`config.mk`:
```
export PLATFORM = sky130hd
export DESIGN_NAME = rr_arbiter
export DESIGN_NICKNAME = d
export VERILOG_FILES = /design/src/rtl/rr_arbiter.sv
export SDC_FILE = /design/constraint.sdc
export NUM_CORES = 1
export LEC_CHECK = 0
export BUFFER_PORTS_ARGS = -buffer_cell sky130_fd_sc_hd__buf_2
export CORE_ASPECT_RATIO = 0.8
export CORE_MARGIN = 2
export CORE_UTILIZATION = 54
export DETAILED_ROUTE_END_ITERATION = 8
export MAX_ROUTING_LAYER = met4
export PLACE_DENSITY = 0.79
export SYNTH_ARGS = -nofsm -noshare
export SYNTH_HDL_FRONTEND = slang
export SYNTH_SLANG_ARGS = --single-unit
```
`constraint.sdc`:
```
create_clock -name clk -period 4 [get_ports clk]
set_clock_uncertainty 0.2 [all_clocks]
set_input_delay 0.4 -clock clk [delete_from_list [all_inputs] [get_ports clk]]
set_output_delay 0.4 -clock clk [all_outputs]
set_load 0.1 [all_outputs]
```
`src/rtl/rr_arbiter.sv`:
```
// Registered round-robin arbiter with valid/ready grant handshake.
// A strict thermometer above the last served index picks the next winner.
module rr_arbiter #(
    parameter  int WIDTH          = 8,
    parameter  int SPLIT          = 2,
    parameter  int IMPLEMENTATION = 0,
    localparam int IDX_W          = $clog2(WIDTH)
) (
    input  logic             clk,
    input  logic             rst_n,
    input  logic [WIDTH-1:0] req,
    output logic [WIDTH-1:0] gnt,
    output logic [IDX_W-1:0] idx,
    output logic             vld,
    input  logic             rdy
);

    function automatic int pad_w(int w, int s);
        int p;
        p = 1;
        if (s < 2) return w;
        while (p < w) p = p * s;
        return p;
    endfunction

    localparam int PW = pad_w(WIDTH, SPLIT);

    logic [IDX_W-1:0] ptr_q, ptr_d;
    logic [IDX_W-1:0] idx_q, idx_d;
    logic [WIDTH-1:0] gnt_q, gnt_d;
    logic             vld_q, vld_d;

    logic             xfer;
    logic [IDX_W-1:0] base;
    logic [IDX_W-1:0] win_idx;
    logic [PW-1:0]    req_p;
    logic [PW-1:0]    sh;
    logic [PW-1:0]    msk;
    logic [PW-1:0]    cand;
    logic [PW-1:0]    lsb;

    assign xfer  = vld_q & rdy;
    // On a transfer the mask follows the grant being retired, not ptr_q.
    assign base  = xfer ? idx_q : ptr_q;
    assign req_p = PW'(req);
    assign sh    = (PW'(1) << base) << 1;
    assign msk   = ~(sh - PW'(1));
    assign cand  = (|(req_p & msk)) ? (req_p & msk) : req_p;

    generate
        if (IMPLEMENTATION == 0) begin : g_lsb_loop
            always_comb begin
                logic found;
                found = 1'b0;
                lsb   = '0;
                for (int i = 0; i < PW; i++) begin
                    if (cand[i] && !found) begin
                        lsb[i] = 1'b1;
                        found  = 1'b1;
                    end
                end
            end
        end else begin : g_lsb_arith
            assign lsb = cand & (~cand + PW'(1));
        end
    endgenerate

    // Padded request bits are tied low, so lsb above WIDTH-1 is always zero.
    always_comb begin
        win_idx = '0;
        for (int i = 0; i < PW; i++) begin
            if (lsb[i]) win_idx = win_idx | IDX_W'(i);
        end
    end

    always_comb begin
        ptr_d = xfer ? idx_q : ptr_q;
        gnt_d = gnt_q;
        idx_d = idx_q;
        vld_d = vld_q;
        if (!vld_q || rdy) begin
            gnt_d = lsb[WIDTH-1:0];
            idx_d = win_idx;
            vld_d = |req;
        end
    end

    always_ff @(posedge clk or negedge rst_n) begin
        if (!rst_n) begin
            ptr_q <= IDX_W'(WIDTH - 1);
            idx_q <= '0;
            gnt_q <= '0;
            vld_q <= 1'b0;
        end else begin
            ptr_q <= ptr_d;
            idx_q <= idx_d;
            gnt_q <= gnt_d;
            vld_q <= vld_d;
        end
    end

    assign gnt = gnt_q;
    assign idx = idx_q;
    assign vld = vld_q;

endmodule

```
==> run summary <==
The tree built by TritonCTS fans out to 15 sinks. The post-synthesis instance total was 120; the number of buffers inserted to repair setup after CTS was 0. Summing the sequential cell areas from Yosys gives 33.2% of the chip area. The initial antenna violation count is 0.

The core region is 1940 um^2. From synthesis to final layout, the design area changed by 12.5%. In the global route stage, overall resource usage came out at 24.5%. The power density normalized to cell area was 830 nW/um^2; the overall via count from detail_route was 1048.

At the end of routability-driven placement, the weighted congestion stood at 0.921. The number of cells traversed by the worst hold path is 3. After detailed routing, the average wire length per cell comes to 15.9 um.

The final total negative setup slack is 0 ns, and the number of buffers created by CTS is 3. Counting every net in the synthesized netlist gives 132. The worst-case clock buffer depth is 2, and the number of cells on the worst reg-to-reg path is 10. For the global-route wire length before repair, the log shows 4600 um. The die outline height is 45.1 um. The pre-antenna-repair detailed-routing pass consisted of 5 iterations. Leading register cell type out of synthesis: sky130_fd_sc_hd__dfrtp_1. STA classifies the critical path startpoint as a register. Data on the critical path is required at its endpoint by 3.98 ns.

The detail route stage leaves a number of antenna-violating nets equal to 0. The library cell used as clock root buffer was sky130_fd_sc_hd__clkbuf_4. Hold timing on the final database bottoms out at a slack of 0.192 ns. The count of buffering cells on the critical path with inverters included is 1, and the starting density of the core is 58.7%.

The area of the die is 2500 um^2. The post-route netlist has 32.4% of its cells at a drive strength greater than 1. Measured against its own limit, the worst slew margin works out to 48.3%. The critical path class was register to register. The post-synthesis sequential element count was 15. The final count of hold timing violations is 0, and the number of nets in the layout is 155. Setup repair after global routing left no endpoint under its margin. The number of distinct library cell variants in the gate-level netlist after synthesis was 55.

TritonCTS built the clock tree. For the placement-stage worst setup slack, the log shows 0.385 ns. The delay of the slowest cell on the worst path came out at 0.54 ns. The number of synthesized flops with an enable pin is 0, and the DRC violation total after the first TritonRoute iteration is 31. The number of antenna cells inserted came out at 0. Dividing the detail-routed via count by the number of cells gives 6.31. By area the synthesized netlist is led by sky130_fd_sc_hd__dfrtp_1 26%, sky130_fd_sc_hd__dfstp_2 6.9%, sky130_fd_sc_hd__nand2_1 5.3%, sky130_fd_sc_hd__a221oi_2 3.9%, sky130_fd_sc_hd__a211o_1 2.3%.

The number of H-tree levels was 1. For the worst-skew pair, the clock arrives at the later sink with an insertion delay of 0.29 ns. Detailed placement finished with a half-perimeter wire length of 2020 um. For this run, asynchronously set or reset flops after synthesis account for 100%.

STA classifies the critical path endpoint as a register. The tools report the via count of the first global-routing pass as 974. The run gives 494 uV as the worst-case vdd ir drop.

After global routing the overflow that remains totals 0. Path category of the worst min-delay check: primary input to register. Entering global routing, the biggest net connects 16 pins. The tools report the worst setup slack after layout as 0.338 ns.

Of all cell types, the one taking the most synthesized area is sky130_fd_sc_hd__dfrtp_1. Setup violations remaining at the end of the flow were counted as 0. The critical path runs through a total of 10 cells. The die outline width was 55.4 um. Summed instance area of the synthesized netlist: 1140 um^2.

The largest fanout of any net on the critical path came out at 15. The maximum operating frequency was 273 MHz. For the pin with the worst max-slew slack, the measured transition is 0.768 ns. After clock tree synthesis, the clock-pin slew on the worst setup and hold paths is 0.09 ns. In this run the static leakage power is 0.572 nW. The tools report the number of warnings printed during yosys synthesis as 0.

Summed over all layers, the routed wires come to 2640 um. Summing internal, switching and leakage power gives 1.07 mW. Grouping stages by cell kind, the critical path spends the most delay in compound AO/OA/AOI/OAI gates. The average footprint of a synthesized cell came out at 9.51 um^2. Traced cell by cell, the critical path runs through a211o_1 -> a221oi_2 -> inv_1 -> ha_1 -> nor4_2 -> a211oi_4 -> nor4_4 -> a21oi_2 -> and3_1 -> o32a_1.

The cell at the slowest stage of the critical path was sky130_fd_sc_hd__dfrtp_1. The final count of pins violating max slew is 0. The flow ran to the end, and the final reports show no timing, DRC or antenna violations.

After synthesis, the largest area contributor takes up 26.3% of total cell area. Across the run, the number of max-cap violations was 0. Buffers placed on the I/O ports in this run total 22. The logs give 66.0% for the post-layout utilization of the core and 3.64 ns for the data arrival at the endpoint of the critical path.

For this design the top-level I/O count stands at 23. After layout, the worst path uses 91.5% of the clock period. The number of DRC violations after detailed routing is 0, and the time the worst path needs with I/O delays and setup is 3.66 ns. In this run the core area contains 14 standard-cell rows.
## report_power, final
group	switching [mW]	leakage, nW	internal [mW]	total (mW)
clock network	0.0483	0.0150	0.0387	0.0870
logic	0.515	0.375	0.190	0.705
registers	0.0630	0.182	0.210	0.273
## cells in the mapped netlist, drive strengths merged, types with 3 or more instances
cell type / n
inv: 6
nor2: 6
o21ai: 9
nor4: 4
nand2: 16
and3: 3
a221oi: 3
nand3: 5
buf: 3
dfrtp: 12
a211o: 3
dfstp: 3
a211oi: 3
## final timing paths
path / from / to / slack (ns)
max: vld / idx[0] / 0.34
min: req[7] / vld / 0.19
max reg2reg: vld / idx[0] / 0.34
min reg2reg: gnt[4] / gnt[4] / 0.28
max in group asynchronous: rst_n / ptr_q[0] / 2.95
min in group asynchronous: rst_n / vld / 0.34
## worst register-to-register path: cells and delay by family (launching register included)
kind | cells | cell delay (ns)
AND/OR/NAND/NOR | 3 | 1.11
adder cells (fa/ha/maj) | 1 | 0.28
buffers and inverters | 1 | 0.08
AO/OA/AOI/OAI | 5 | 1.33
flip-flops | 1 | 0.54
## state kept, by name, indices dropped and copies added (netlist names)
signal  cells
ptr_q       3
idx         3
gnt         8
vld         1
## final cells by class
class,count,area (um^2)
well taps,24,30.0
fillers,157,661
repair buffers,23,120
flip-flops and latches,15,379
multi-input cells,94,706
inverters,6,22.5
clock buffers,4,26.3
## per-layer routing
metal | global-route usage [%] | up-vias | routed length [um] | share of wire (%)
li1 | - | 506 | - | -
met1 | 33.6 | 493 | 1210 | 46
met2 | 36.0 | 45 | 1160 | 44
met3 | 6.59 | 4 | 229 | 8.7
met4 | 7.32 | 0 | 33 | 1.3
met5 | - | - | 0 | 0
## layout by cell type (no fill, tap or decap), types with 2 or more instances in the layout
cell	count
sky130_fd_sc_hd__o41ai_1	2
sky130_fd_sc_hd__nor2_1	6
sky130_fd_sc_hd__nor4_1	2
sky130_fd_sc_hd__dfrtp_1	12
sky130_fd_sc_hd__and3_1	3
sky130_fd_sc_hd__o21ai_0	5
sky130_fd_sc_hd__o211ai_1	2
sky130_fd_sc_hd__o31ai_2	2
sky130_fd_sc_hd__a211o_1	3
sky130_fd_sc_hd__nand2_1	16
sky130_fd_sc_hd__dfstp_2	3
sky130_fd_sc_hd__buf_2	22
sky130_fd_sc_hd__o21ai_1	3
sky130_fd_sc_hd__nor2b_1	2
sky130_fd_sc_hd__nand3_1	5
sky130_fd_sc_hd__clkbuf_4	3
sky130_fd_sc_hd__a22o_1	2
sky130_fd_sc_hd__a211oi_1	2
sky130_fd_sc_hd__nand4_1	2
sky130_fd_sc_hd__inv_1	6
sky130_fd_sc_hd__mux2_2	2
sky130_fd_sc_hd__a221oi_2	3
## kinds of logic (layout without fill, tap and decap cells)
logic type	after synthesis	after routing	share of synthesized area [%]
AO/OA/AOI/OAI	39	39	31.6
adder cells (fa/ha/maj)	1	1	1.10
buffers and inverters	11	33	4.93
flip-flops	15	15	33.2
multiplexers	3	3	3.18
AND/OR/NAND/NOR	51	51	26.0
## through the flow
step | instances | area (um^2)
6_report | 166 | 1280
2_1_floorplan | 120 | 1140
3_5_place_dp | 161 | 1250
5_1_grt | 166 | 1280
4_1_cts | 166 | 1280
3_3_place_gp | 161 | 1250
## repair_timing
item                      in CTS  in global routing
hold buffers                   1                  0
gates resized for setup        0                  0
hold endpoints to repair      12                  0
Note: power is estimated with default switching activity, not from simulation.
